--- config.mk ---
export PLATFORM = sky130hd
export DESIGN_NAME = led_blink_output
export DESIGN_NICKNAME = d
export VERILOG_FILES = /design/src/rtl/led_blink_pkg.sv /design/src/rtl/led_blink_output_counter.sv /design/src/rtl/led_blink_output.sv
export SDC_FILE = /design/constraint.sdc
export NUM_CORES = 1
export LEC_CHECK = 0
export BUFFER_PORTS_ARGS = -buffer_cell sky130_fd_sc_hd__clkbuf_2
export CAP_MARGIN = 20
export CORE_AREA = 2 2 39 41
export CTS_BUF_LIST = sky130_fd_sc_hd__clkbuf_8
export CTS_CLUSTER_SIZE = 20
export DETAILED_ROUTE_END_ITERATION = 10
export DIE_AREA = 0 0 41 43
export GPL_ROUTABILITY_DRIVEN = 0
export SLEW_MARGIN = 40
export SYNTH_ARGS = -nofsm -noshare
export SYNTH_HDL_FRONTEND = slang
export SYNTH_SLANG_ARGS = --single-unit
export TNS_END_PERCENT = 100
--- constraint.sdc ---
create_clock -name clk -period 1.4 [get_ports clk]
set_input_delay 0.14 -clock clk [delete_from_list [all_inputs] [get_ports clk]]
set_output_delay 0.14 -clock clk [all_outputs]
set_load 0.03 [all_outputs]
--- src/rtl/led_blink_pkg.sv ---
// ---------------------------------------------------------------------------
// led_blink_pkg
// Shared types and width helpers for the LED blink output path.
//
// Contents:
//   blink_state_t : blink FSM states (IDLE, ON, GAP)
//   calc_pw       : width of the pending-blink counter for a given maximum
//   calc_tw       : width of the ON/OFF window timer, never less than 1 bit
// ---------------------------------------------------------------------------
package led_blink_pkg;

  // Blink sequencer states. ON is the only state that lights the LED.
  typedef enum logic [1:0] {
    IDLE = 2'd0,
    ON   = 2'd1,
    GAP  = 2'd2
  } blink_state_t;

  // Bits needed to hold a pending count from 0 up to maxPending inclusive.
  function automatic int calc_pw(input int maxPending);
    int w;
    w = $clog2(maxPending + 1);
    if (w < 1) begin
      w = 1;
    end
    return w;
  endfunction

  // The timer only ever holds (window length - 1), so $clog2 of the longer
  // window is enough. Both windows of length 1 would give 0 bits, which is
  // not a legal vector, so the result is clamped to 1.
  function automatic int calc_tw(input int onCycles, input int offCycles);
    int longest;
    int w;
    longest = (onCycles > offCycles) ? onCycles : offCycles;
    w = $clog2(longest);
    if (w < 1) begin
      w = 1;
    end
    return w;
  endfunction

endpackage

--- src/rtl/led_blink_output_counter.sv ---
// ---------------------------------------------------------------------------
// sat_up_down_counter
// Saturating up/down counter used as the queue of blinks waiting to start.
//
// Parameters:
//   MAX      : highest count held; further increments are dropped
// Ports:
//   clk      : system clock
//   reset    : asynchronous reset, active low
//   inc      : add one this edge (ignored at MAX unless dec is also high)
//   dec      : subtract one this edge (ignored at zero)
//   count    : current count
//   overflow : one-cycle registered pulse after an increment was dropped
// ---------------------------------------------------------------------------
module sat_up_down_counter
  import led_blink_pkg::*;
#(
  parameter int MAX = 3
) (
  input  logic                     clk,
  input  logic                     reset,
  input  logic                     inc,
  input  logic                     dec,
  output logic [calc_pw(MAX)-1:0]  count,
  output logic                     overflow
);

  localparam int W = calc_pw(MAX);
  localparam logic [W-1:0] MAX_V = W'(MAX);

  logic [W-1:0] r_count;
  logic         r_overflow;
  logic [W-1:0] w_countNext;
  logic         w_overflowNext;

  // Simultaneous inc and dec cancel, so a full queue still accepts a new
  // request on the same edge that one leaves it.
  always_comb begin
    w_countNext    = r_count;
    w_overflowNext = 1'b0;
    if (inc && !dec) begin
      if (r_count == MAX_V) begin
        w_overflowNext = 1'b1;
      end else begin
        w_countNext = r_count + W'(1);
      end
    end else if (!inc && dec) begin
      if (r_count != '0) begin
        w_countNext = r_count - W'(1);
      end
    end
  end

  always_ff @(posedge clk or negedge reset) begin
    if (!reset) begin
      r_count    <= '0;
      r_overflow <= 1'b0;
    end else begin
      r_count    <= w_countNext;
      r_overflow <= w_overflowNext;
    end
  end

  assign count    = r_count;
  assign overflow = r_overflow;

endmodule

--- src/rtl/led_blink_output.sv ---
// ---------------------------------------------------------------------------
// led_blink_output
// Turns single-cycle event pulses from control logic into visible blinks on
// an active-low board indicator. Each blink is ON_CYCLES lit followed by an
// OFF_CYCLES dark gap. Pulses arriving mid-blink are queued (up to
// MAX_PENDING) so a burst of events produces the same number of blinks.
//
// Parameters:
//   ON_CYCLES   : cycles the LED is lit per blink (>= 1)
//   OFF_CYCLES  : cycles of forced dark gap after each blink (>= 1)
//   MAX_PENDING : maximum number of queued blinks
// Ports:
//   clk     : system clock
//   reset   : asynchronous reset, active low
//   trigger : event pulse, one high cycle = one blink
//   led     : indicator drive, 0 = lit, 1 = dark
//   busy    : a blink is running or queued
//   pending : number of queued blinks not yet started
//   dropped : one-cycle pulse when a trigger was lost to a full queue
// ---------------------------------------------------------------------------
module led_blink_output
  import led_blink_pkg::*;
#(
  parameter int ON_CYCLES   = 4,
  parameter int OFF_CYCLES  = 4,
  parameter int MAX_PENDING = 3
) (
  input  logic                             clk,
  input  logic                             reset,
  input  logic                             trigger,
  output logic                             led,
  output logic                             busy,
  output logic [calc_pw(MAX_PENDING)-1:0]  pending,
  output logic                             dropped
);

  localparam int PW = calc_pw(MAX_PENDING);
  localparam int TW = calc_tw(ON_CYCLES, OFF_CYCLES);
  localparam logic [TW-1:0] ON_LOAD  = TW'(ON_CYCLES - 1);
  localparam logic [TW-1:0] OFF_LOAD = TW'(OFF_CYCLES - 1);

  blink_state_t  r_state;
  blink_state_t  w_stateNext;
  logic [TW-1:0] r_timer;
  logic [TW-1:0] w_timerNext;
  logic          w_startBlink;
  logic [PW-1:0] w_pending;
  logic          w_overflow;
  logic          w_havePending;

  assign w_havePending = (w_pending != '0);

  // Queue of blinks waiting to start. A trigger adds one, each blink start
  // removes one.
  sat_up_down_counter #(
    .MAX (MAX_PENDING)
  ) u_pendingCounter (
    .clk      (clk),
    .reset    (reset),
    .inc      (trigger),
    .dec      (w_startBlink),
    .count    (w_pending),
    .overflow (w_overflow)
  );

  // State and window timer registers.
  always_ff @(posedge clk or negedge reset) begin
    if (!reset) begin
      r_state <= IDLE;
      r_timer <= '0;
    end else begin
      r_state <= w_stateNext;
      r_timer <= w_timerNext;
    end
  end

  // The timer counts down to zero within each window; the edge on which it
  // reads zero is the last cycle of that window. At the end of the gap a
  // queued blink starts directly, so back-to-back blinks have no idle cycle
  // between them.
  always_comb begin
    w_stateNext  = r_state;
    w_timerNext  = r_timer;
    w_startBlink = 1'b0;
    case (r_state)
      IDLE: begin
        if (w_havePending) begin
          w_stateNext  = ON;
          w_timerNext  = ON_LOAD;
          w_startBlink = 1'b1;
        end
      end
      ON: begin
        if (r_timer == '0) begin
          w_stateNext = GAP;
          w_timerNext = OFF_LOAD;
        end else begin
          w_timerNext = r_timer - TW'(1);
        end
      end
      GAP: begin
        if (r_timer != '0) begin
          w_timerNext = r_timer - TW'(1);
        end else if (w_havePending) begin
          w_stateNext  = ON;
          w_timerNext  = ON_LOAD;
          w_startBlink = 1'b1;
        end else begin
          w_stateNext = IDLE;
        end
      end
      default: begin
        w_stateNext = IDLE;
        w_timerNext = '0;
      end
    endcase
  end

  // LED is decoded from the state register alone so an asynchronous reset
  // darkens it immediately, without waiting for a clock edge.
  assign led     = (r_state != ON);
  assign busy    = (r_state != IDLE) || w_havePending;
  assign pending = w_pending;
  assign dropped = w_overflow;

endmodule

==> impl_metrics.csv, run 1 <==
group,metric,value,unit
clocking,htreeDepth,1,
yosys,ys_ff_latch,7,
die,rows,14,
detailed_routing,drtIter0Drc,4,
clocking,cts_tree,"done",
sta,period_needed,1.33,ns
critical_path,required,1.26,ns
clocking,numCtsBuffers,3,
detailed_routing,drtAntennaViolNets,0,
power,max-vdd-ir-drop,1.02,mV
sta,maxSlewViolCount,0,
die,start_util,29.7,%
sta,setup_violations,0,
final_layout,fin_nets,64,
sta,clock_skew,0.00165,ns
job,maxCapViolCount,0,
sta,rsz0062_at_grt,"false",
global_route,grt_pass1_vias,335,
critical_path,crit_chain,"nor2_2 -> nand3_1 -> clkbuf_2",
critical_path,critical_path.max_stage_delay,0.47,ns
detailed_routing,first_pass_iters,4,
place,hpwlAfterDp,664,um
yosys,yosysWarnings,0,
detailed_routing,wl,860,um
status,status,"finished, final reports clean",
die,coreArea,0.00138,mm^2
clocking,cts_sinks,7,
detailed_routing,drc,0,
power,internal-power,843,uW
clocking,clkLatencyLatePin,0.22,ns
worst_hold_path,min_path_type,"in -> reg",
yosys,synth-seq-area-share,42.7,%
clocking,clock-root-buffer,"clkbuf_8",
power,clockPowerShare,19.0,%
critical_path,critPathMaxFanout,9,
die,die_area,0.00176,mm^2
detailed_routing,via_per_inst,4.74,
power,power.total,1.45,mW
yosys,syn_nets,46,
power,leakage,0.270,nW
yosys,synth_top_area_share,42.7,%
critical_path,worstSetupEndpointType,"primary output",
sta,final-hold-violation-count,0,
clocking,cts_setup_buffers,0,
yosys,synth_area_leaders,"dfrtp_1 (43%), ha_1 (6.1%), inv_1 (4.6%)",
power,power.share.switching,41.9,%
final_layout,area_growth,40.2,%
place,portBuffers,7,
critical_path,worst_setup_path_start_kind,"register",
sta,fmax,755,MHz
sta,min_period_over_period,94.6,%
yosys,avgSynthCellArea,10.0,um^2
power,p_per_area,2520,mW/mm^2
power,power_frac_seq,27.3,%
global_route,overflow,0,
global_route,grt_max_degree,10,
power,p_comb_share,53.6,%
detailed_routing,wl_per_cell,11.6,um
critical_path,cp_top_family,"flip-flops",
global_route,grt_first_pass_wirelength,1630,um
global_route,track_usage,13.8,%
sta,finalSetupTns,0,ns
critical_path,crit_arrival,1.19,ns
clocking,cts_buffer_depth,2,
critical_path,cp_slowest_cell,"dfrtp_1",
die,die_h,43,um
final_layout,layoutNonFillerInstCount,74,
final_layout,drive_gt1_share,43.1,%
yosys,synthesis.instances,41,
final_layout,antenna_cells,0,
yosys,synth_area,410,um^2
power,power.switching,607,uW
die,ios,8,
critical_path,critPathKind,"reg -> out",
detailed_routing,vias,351,
place,placedCellCount,70,
sta,slew_headroom,80.3,%
global_route,antenna_found_initial,0,
yosys,synth_area_leader_cell,"dfrtp_1",
clocking,clkTransAtPathRegs,0.04,ns
die,die_x,41,um
sta,holdWs,0.250,ns
sta,worst_slew_pin_slew,0.294,ns
yosys,synth_cell_types,25,
critical_path,crit_buf_inv,1,
==> path summary, 6_finish.rpt <==
| check | startpoint | endpoint | slack, ns | cells past startpoint |
|---|---|---|---|---|
| setup / recovery | r_state[0] | busy | 0.07 | 3 |
| hold / removal | trigger | u_pendingCounter.overflow | 0.25 | 3 |
| setup reg to reg | r_timer[0] | u_pendingCounter.count[0] | 0.07 | 5 |
| hold reg to reg | u_pendingCounter.count[1] | u_pendingCounter.count[1] | 0.62 | 2 |
| max in group asynchronous | reset | r_timer[0] | 0.94 | 2 |
| min in group asynchronous | reset | u_pendingCounter.count[1] | 0.29 | 2 |
==> cell usage in the layout, fill, tap and decap left out, types with 2 or more instances in the layout <==
master	count
o311ai_1	2
buf_4	7
inv_1	3
inv_2	3
nor3_1	3
clkbuf_8	3
clkbuf_2	7
dfrtp_1	7
nand2b_1	2
==> tightest hold or removal path, cell delays in order <==
cell      delay [ns]
clkbuf_2        0.12
o21ai_1         0.11
nor3_1          0.06
==> layout make-up <==
cell class	instances	area (um^2)
Clock inverter	1	3.75
Sequential cell	7	175
Tap cell	16	20.0
Timing Repair Buffer	15	97.6
Multi-Input combinational cell	27	219
Inverter	5	18.8
Clock buffer	3	41.3
Fill cell	142	808
==> metal layers <==
metal	part of all wire, %	track usage (%)	vias to the layer above	routed length [um]
met5	0	0	-	0
met4	0	8.00	0	0
met3	2.3	1.57	0	20
met2	42	15.9	5	363
met1	55	23.1	158	475
li1	-	-	188	-
==> power by group through the flow <==
stage          clock (mW)  combinational [mW]  sequential (mW)
4_1_cts             0.287               0.770            0.392
3_3_place_gp            0               0.780            0.392
3_5_place_dp            0               0.773            0.396
5_1_grt             0.302               0.884            0.408
2_1_floorplan           0               0.456            0.449
6_report            0.276               0.777            0.396
==> logic make-up after synthesis <==
| logic type | Yosys count | synth area share, % |
|---|---|---|
| buffers and inverters | 7 | 8.23 |
| adder cells (fa/ha/maj) | 2 | 6.10 |
| multiplexers | 1 | 2.44 |
| AND/OR/NAND/NOR | 13 | 17.7 |
| flip-flops | 7 | 42.7 |
| AO/OA/AOI/OAI | 11 | 22.9 |
==> Yosys cell counts (all sizes together) <==
cell and instances:
o32ai 1, dfrtp 7, a22oi 1, o21ai 1, o2111ai 1, nand2b 2, and2 1, o311ai 2
o211a 1, nand2 1, nor4 1, nor2b 1, nor2 2, o22a 1, or4b 1, o311a 1
inv 5, o31ai 1, mux2i 1, clkbuf 1, nand3 1, ha 2, buf 1, a211oi 1
nor3 3
==> per-stage QoR <==
step	setup WS [ns]	area, um^2	utilization (%)
global placement	0.00113	523	37.8
detailed placement	-0.0180	523	37.8
floorplan	0.00237	423	-
global route	0.00270	576	41.6
finish	0.0750	576	41.6
CTS	0.000699	571	41.2
==> registers in the layout, summed over array words and instances (netlist names) <==
| signal | cells |
|---|---|
| r_state | 2 |
| u_pendingCounter.count | 2 |
| u_pendingCounter.overflow | 1 |
| r_timer | 2 |
==> timing repair <==
| item | CTS | global route |
|---|---|---|
| endpoints found under the setup margin | 1 | 5 |
| endpoints found under the hold margin | 7 | 0 |
| hold buffers | 1 | 0 |
| resized for setup | 0 | 3 |
No activity file was read; power rests on OpenSTA's default activity.
==> run 2: changes to the inputs <==
--- a/config.mk
+++ b/config.mk
@@ -13,6 +13,7 @@
 export DETAILED_ROUTE_END_ITERATION = 10
 export DIE_AREA = 0 0 41 43
 export GPL_ROUTABILITY_DRIVEN = 0
+export REMOVE_ABC_BUFFERS = 1
 export SLEW_MARGIN = 40
 export SYNTH_ARGS = -nofsm -noshare
 export SYNTH_HDL_FRONTEND = slang
==> impl_metrics.csv, run 2 (same netlist as run 1, synthesis figures left out) <==
group,metric,value,unit
status,status,"finished, final reports clean",
critical_path,worstSetupEndpointType,"register",
global_route,antenna_found_initial,0,
critical_path,crit_buf_inv,1,
final_layout,mostFrequentLayoutCells,"buf_4 (9), clkbuf_2 (7), dfrtp_1 (6)",
global_route,grt_first_pass_wirelength,1650,um
critical_path,cp_slowest_cell,"or4b_1",
detailed_routing,wl_per_cell,13.1,um
place,placedCellCount,69,
critical_path,crit_chain,"inv_2 -> ha_4 -> nor2b_2 -> or4b_1 -> o311ai_2",
sta,rsz0062_at_grt,"true",
clocking,cts_buffer_depth,2,
detailed_routing,vias,402,
global_route,grt_max_degree,12,
clocking,cts_tree,"done",
die,die_x,41,um
detailed_routing,wl,996,um
critical_path,required,1.52,ns
clocking,clock-root-buffer,"clkbuf_8",
global_route,grt_pass1_vias,385,
clocking,cts_sinks,7,
worst_hold_path,min_path_type,"in -> reg",
die,ios,8,
critical_path,worst_setup_path_start_kind,"register",
final_layout,layoutNonFillerInstCount,76,
detailed_routing,drtIter0Drc,14,
sta,min_period_over_period,97.9,%
critical_path,crit_arrival,1.49,ns
die,rows,14,
die,start_util,29.7,%
detailed_routing,drc,0,
sta,worst_slew_pin_slew,0.297,ns
final_layout,fin_nets,66,
critical_path,critPathMaxFanout,7,
final_layout,nFillCells,135,
critical_path,critPathKind,"reg -> reg",
sta,period_needed,1.37,ns
clocking,htreeDepth,1,
sta,setup_violations,0,
clocking,clkTransAtPathRegs,0.04,ns
die,coreArea,0.00138,mm^2
clocking,numCtsBuffers,3,
power,p_per_area,2560,mW/mm^2
critical_path,critical_path.max_stage_delay,0.49,ns
sta,slew_headroom,79.9,%
sta,maxSlewViolCount,0,
global_route,overflow,0,
power,max-vdd-ir-drop,0.758,mV
place,pre_cts_ws,-0.0477,ns
final_layout,final_common_cell,"buf_4",
detailed_routing,via_per_inst,5.29,
final_layout,fin_util,43.3,%
final_layout,area_growth,46.0,%
place,hpwlAfterDp,693,um
clocking,clkLatencyLatePin,0.23,ns
sta,finalSetupTns,0,ns
final_layout,drive_gt1_share,45.0,%
die,die_area,0.00176,mm^2
sta,clock_skew,0.000943,ns
final_layout,antenna_cells,0,
sta,final-hold-violation-count,0,
job,maxCapViolCount,0,
sta,worst_slack,0.0293,ns
power,leakage,0.284,nW
place,portBuffers,7,
detailed_routing,drtAntennaViolNets,0,
die,die_h,43,um
global_route,track_usage,14.3,%
sta,fmax,730,MHz
critical_path,cp_top_family,"simple AND/OR/NAND/NOR gates",
detailed_routing,first_pass_iters,4,
==> run 2: final timing paths <==
kind	depth (start not counted)	startpoint	slack, ns	end
worst max-delay path	5	r_timer[0]	0.03	u_pendingCounter.count[0]
worst min-delay path	3	trigger	0.27	u_pendingCounter.overflow
worst max register to register	5	r_timer[0]	0.03	u_pendingCounter.count[0]
worst min register to register	1	r_state[0]	0.61	r_state[0]
max in group asynchronous	2	reset	0.94	r_state[0]
min in group asynchronous	2	reset	0.28	r_timer[1]
==> run 2: metal layers <==
layer / GRT usage [%] / vias to the layer above / share of wire, %
met4: 8.00 / 0 / 2.6
li1: - / 190 / -
met5: 0 / - / 0
met3: 4.71 / 4 / 3.5
met2: 22.2 / 13 / 54
met1: 16.2 / 195 / 40
==> run 2: stage by stage <==
stage	total power, mW	instance area (um^2)	hold slack (ns)
2_1_floorplan	0.840	395	-0.156
5_1_grt	1.65	599	0.298
4_1_cts	1.48	581	0.255
3_5_place_dp	1.12	503	-0.0124
3_3_place_gp	1.11	503	-0.0134
6_report	1.53	599	0.270
==> run 2: worst reg2reg max path: stages (launching register included) <==
cell      delay [ns]
dfrtp_1         0.38
inv_2           0.09
ha_4            0.15
nor2b_2         0.07
or4b_1          0.49
o311ai_2        0.09
==> run 2: timing repair <==
action | in CTS | in global routing
hold buffers | 1 | 0
gates resized for setup | 4 | 3
gates cloned | 0 | 0
hold endpoints to repair | 7 | 0
buffers inserted | 1 | 1
setup endpoints to repair | 3 | 4
==> run 2: power breakdown <==
group,switching (mW),internal [mW],total (mW)
Combinational,0.448,0.404,0.851
Clock,0.0868,0.189,0.276
Sequential,0.105,0.299,0.404
Total,0.639,0.892,1.53
==> run 2: cell type report <==
class                      count  area, um^2  share of cell area, %
sequential                     7         176                   29.4
clock inverter                 1        3.75                  0.626
clock buffer                   3        41.3                   6.89
multi-input combinational     27         226                   37.8
inverter                       5        18.8                   3.13
tap                           16        20.0                   3.34
timing repair buffer          17         113                   18.8
==> run 3: changes to the inputs <==
--- a/config.mk
+++ b/config.mk
@@ -5,14 +5,15 @@
 export SDC_FILE = /design/constraint.sdc
 export NUM_CORES = 1
 export LEC_CHECK = 0
-export BUFFER_PORTS_ARGS = -buffer_cell sky130_fd_sc_hd__clkbuf_2
 export CAP_MARGIN = 20
 export CORE_AREA = 2 2 39 41
 export CTS_BUF_LIST = sky130_fd_sc_hd__clkbuf_8
 export CTS_CLUSTER_SIZE = 20
 export DETAILED_ROUTE_END_ITERATION = 10
 export DIE_AREA = 0 0 41 43
+export DONT_BUFFER_PORTS = 1
 export GPL_ROUTABILITY_DRIVEN = 0
+export GPL_TIMING_DRIVEN = 1
 export REMOVE_ABC_BUFFERS = 1
 export SLEW_MARGIN = 40
 export SYNTH_ARGS = -nofsm -noshare
==> impl_metrics.csv, run 3 (same netlist as run 1, synthesis figures left out) <==
group,metric,value,unit
final_layout,antenna_cells,0,
die,start_util,29.7,%
global_route,grt_first_pass_wirelength,1440,um
clocking,clkTransAtPathRegs,0.04,ns
detailed_routing,drtAntennaViolNets,0,
final_layout,final_area,586,um^2
critical_path,worst_setup_path_start_kind,"register",
critical_path,crit_arrival,1.47,ns
detailed_routing,drc,0,
sta,final-hold-violation-count,0,
final_layout,layoutNonFillerInstCount,72,
die,coreArea,0.00138,mm^2
place,pre_cts_ws,-0.0511,ns
global_route,grt_max_degree,11,
die,die_x,41,um
global_route,antenna_found_initial,0,
clocking,numCtsBuffers,3,
sta,setup_violations,0,
critical_path,crit_buf_inv,1,
final_layout,multiInputGateArea,226,um^2
power,p_per_area,2590,mW/mm^2
die,die_area,0.00176,mm^2
final_layout,regArea,175,um^2
final_layout,drive_gt1_share,35.7,%
global_route,overflow,0,
sta,maxSlewViolCount,0,
final_layout,area_growth,42.7,%
critical_path,crit_chain,"inv_1 -> ha_4 -> nor2b_4 -> or4b_1 -> o311ai_1",
sta,period_needed,1.35,ns
sta,worst_slew_pin_slew,0.355,ns
clocking,cts_buffer_depth,2,
power,leakage,0.272,nW
final_layout,mostFrequentLayoutCells,"buf_4 (12), dfrtp_1 (7), inv_1 (6)",
status,status,"finished, final reports clean",
sta,min_period_over_period,96.4,%
final_layout,final_common_cell,"buf_4",
die,rows,14,
critical_path,cp_slowest_cell,"or4b_1",
job,maxCapViolCount,0,
critical_path,critical_path.max_stage_delay,0.47,ns
clocking,htreeDepth,1,
power,max-vdd-ir-drop,0.549,mV
global_route,grt_pass1_vias,343,
final_layout,fin_nets,62,
global_route,track_usage,12.1,%
place,hpwlAfterDp,681,um
sta,finalSetupTns,0,ns
critical_path,required,1.52,ns
detailed_routing,vias,375,
detailed_routing,first_pass_iters,5,
place,placed_cell_area,498,um^2
sta,clock_skew,0.00321,ns
detailed_routing,wl,969,um
detailed_routing,wl_per_cell,13.5,um
detailed_routing,drtIter0Drc,7,
critical_path,critPathMaxFanout,7,
place,placedCellCount,66,
critical_path,critPathKind,"reg -> reg",
sta,holdWs,0.106,ns
final_layout,fin_util,42.3,%
die,die_h,43,um
clocking,clkLatencyLatePin,0.23,ns
place,portBuffers,0,
sta,worst_slack,0.0505,ns
clocking,clock-root-buffer,"clkbuf_8",
worst_hold_path,min_path_type,"in -> reg",
critical_path,cp_top_family,"simple AND/OR/NAND/NOR gates",
die,ios,8,
clocking,cts_sinks,7,
detailed_routing,via_per_inst,5.21,
final_layout,nFillCells,132,
power,power.total,1.52,mW
critical_path,worstSetupEndpointType,"register",
sta,fmax,741,MHz
clocking,cts_tree,"done",
sta,slew_headroom,76.3,%
[run 3: worst register-to-register path, stage by stage, from the launching register on]
cell	delay [ns]
dfrtp_1	0.38
inv_1	0.10
ha_4	0.16
nor2b_4	0.05
or4b_1	0.47
o311ai_1	0.09
[run 3: where the power goes]
part,switching [mW],total [mW],internal [mW]
Clock,0.0913,0.281,0.190
Sequential,0.101,0.397,0.296
Combinational,0.436,0.840,0.404
[run 3: worst paths after layout]
kind | from | slack, ns | end | cells past startpoint
max | r_timer[1] | 0.05 | u_pendingCounter.count[0] | 5
min | trigger | 0.11 | u_pendingCounter.overflow | 2
max reg2reg | r_timer[1] | 0.05 | u_pendingCounter.count[0] | 5
min reg2reg | u_pendingCounter.count[0] | 0.65 | r_timer[1] | 2
max in group asynchronous | reset | 0.88 | r_state[0] | 1
min in group asynchronous | reset | 0.25 | r_timer[1] | 1
[run 3: repair_timing]
| item | 4_1_cts | 5_1_grt |
|---|---|---|
| setup buffers | 0 | 1 |
| gates resized for setup | 1 | 4 |
| pin swaps | 0 | 1 |
| cloned | 0 | 0 |
| setup endpoints to repair | 3 | 3 |
| hold endpoints to repair | 7 | 0 |
| hold buffers | 1 | 0 |
[run 3: layout make-up]
class / count / share of cell area [%]
Clock buffer: 3 / 7.05
Clock inverter: 1 / 0.641
Inverter: 5 / 3.21
Multi-Input combinational cell: 27 / 38.7
Timing Repair Buffer: 13 / 17.1
Tap cell: 16 / 3.42
Sequential cell: 7 / 29.9
[run 3: per-layer routing]
| metal | up-vias | routed length [um] | GRT usage [%] |
|---|---|---|---|
| li1 | 184 | - | - |
| met2 | 5 | 489 | 16.9 |
| met4 | 0 | 0 | 6.00 |
| met3 | 0 | 34 | 4.19 |
| met1 | 186 | 444 | 16.0 |
| met5 | - | 0 | 0 |
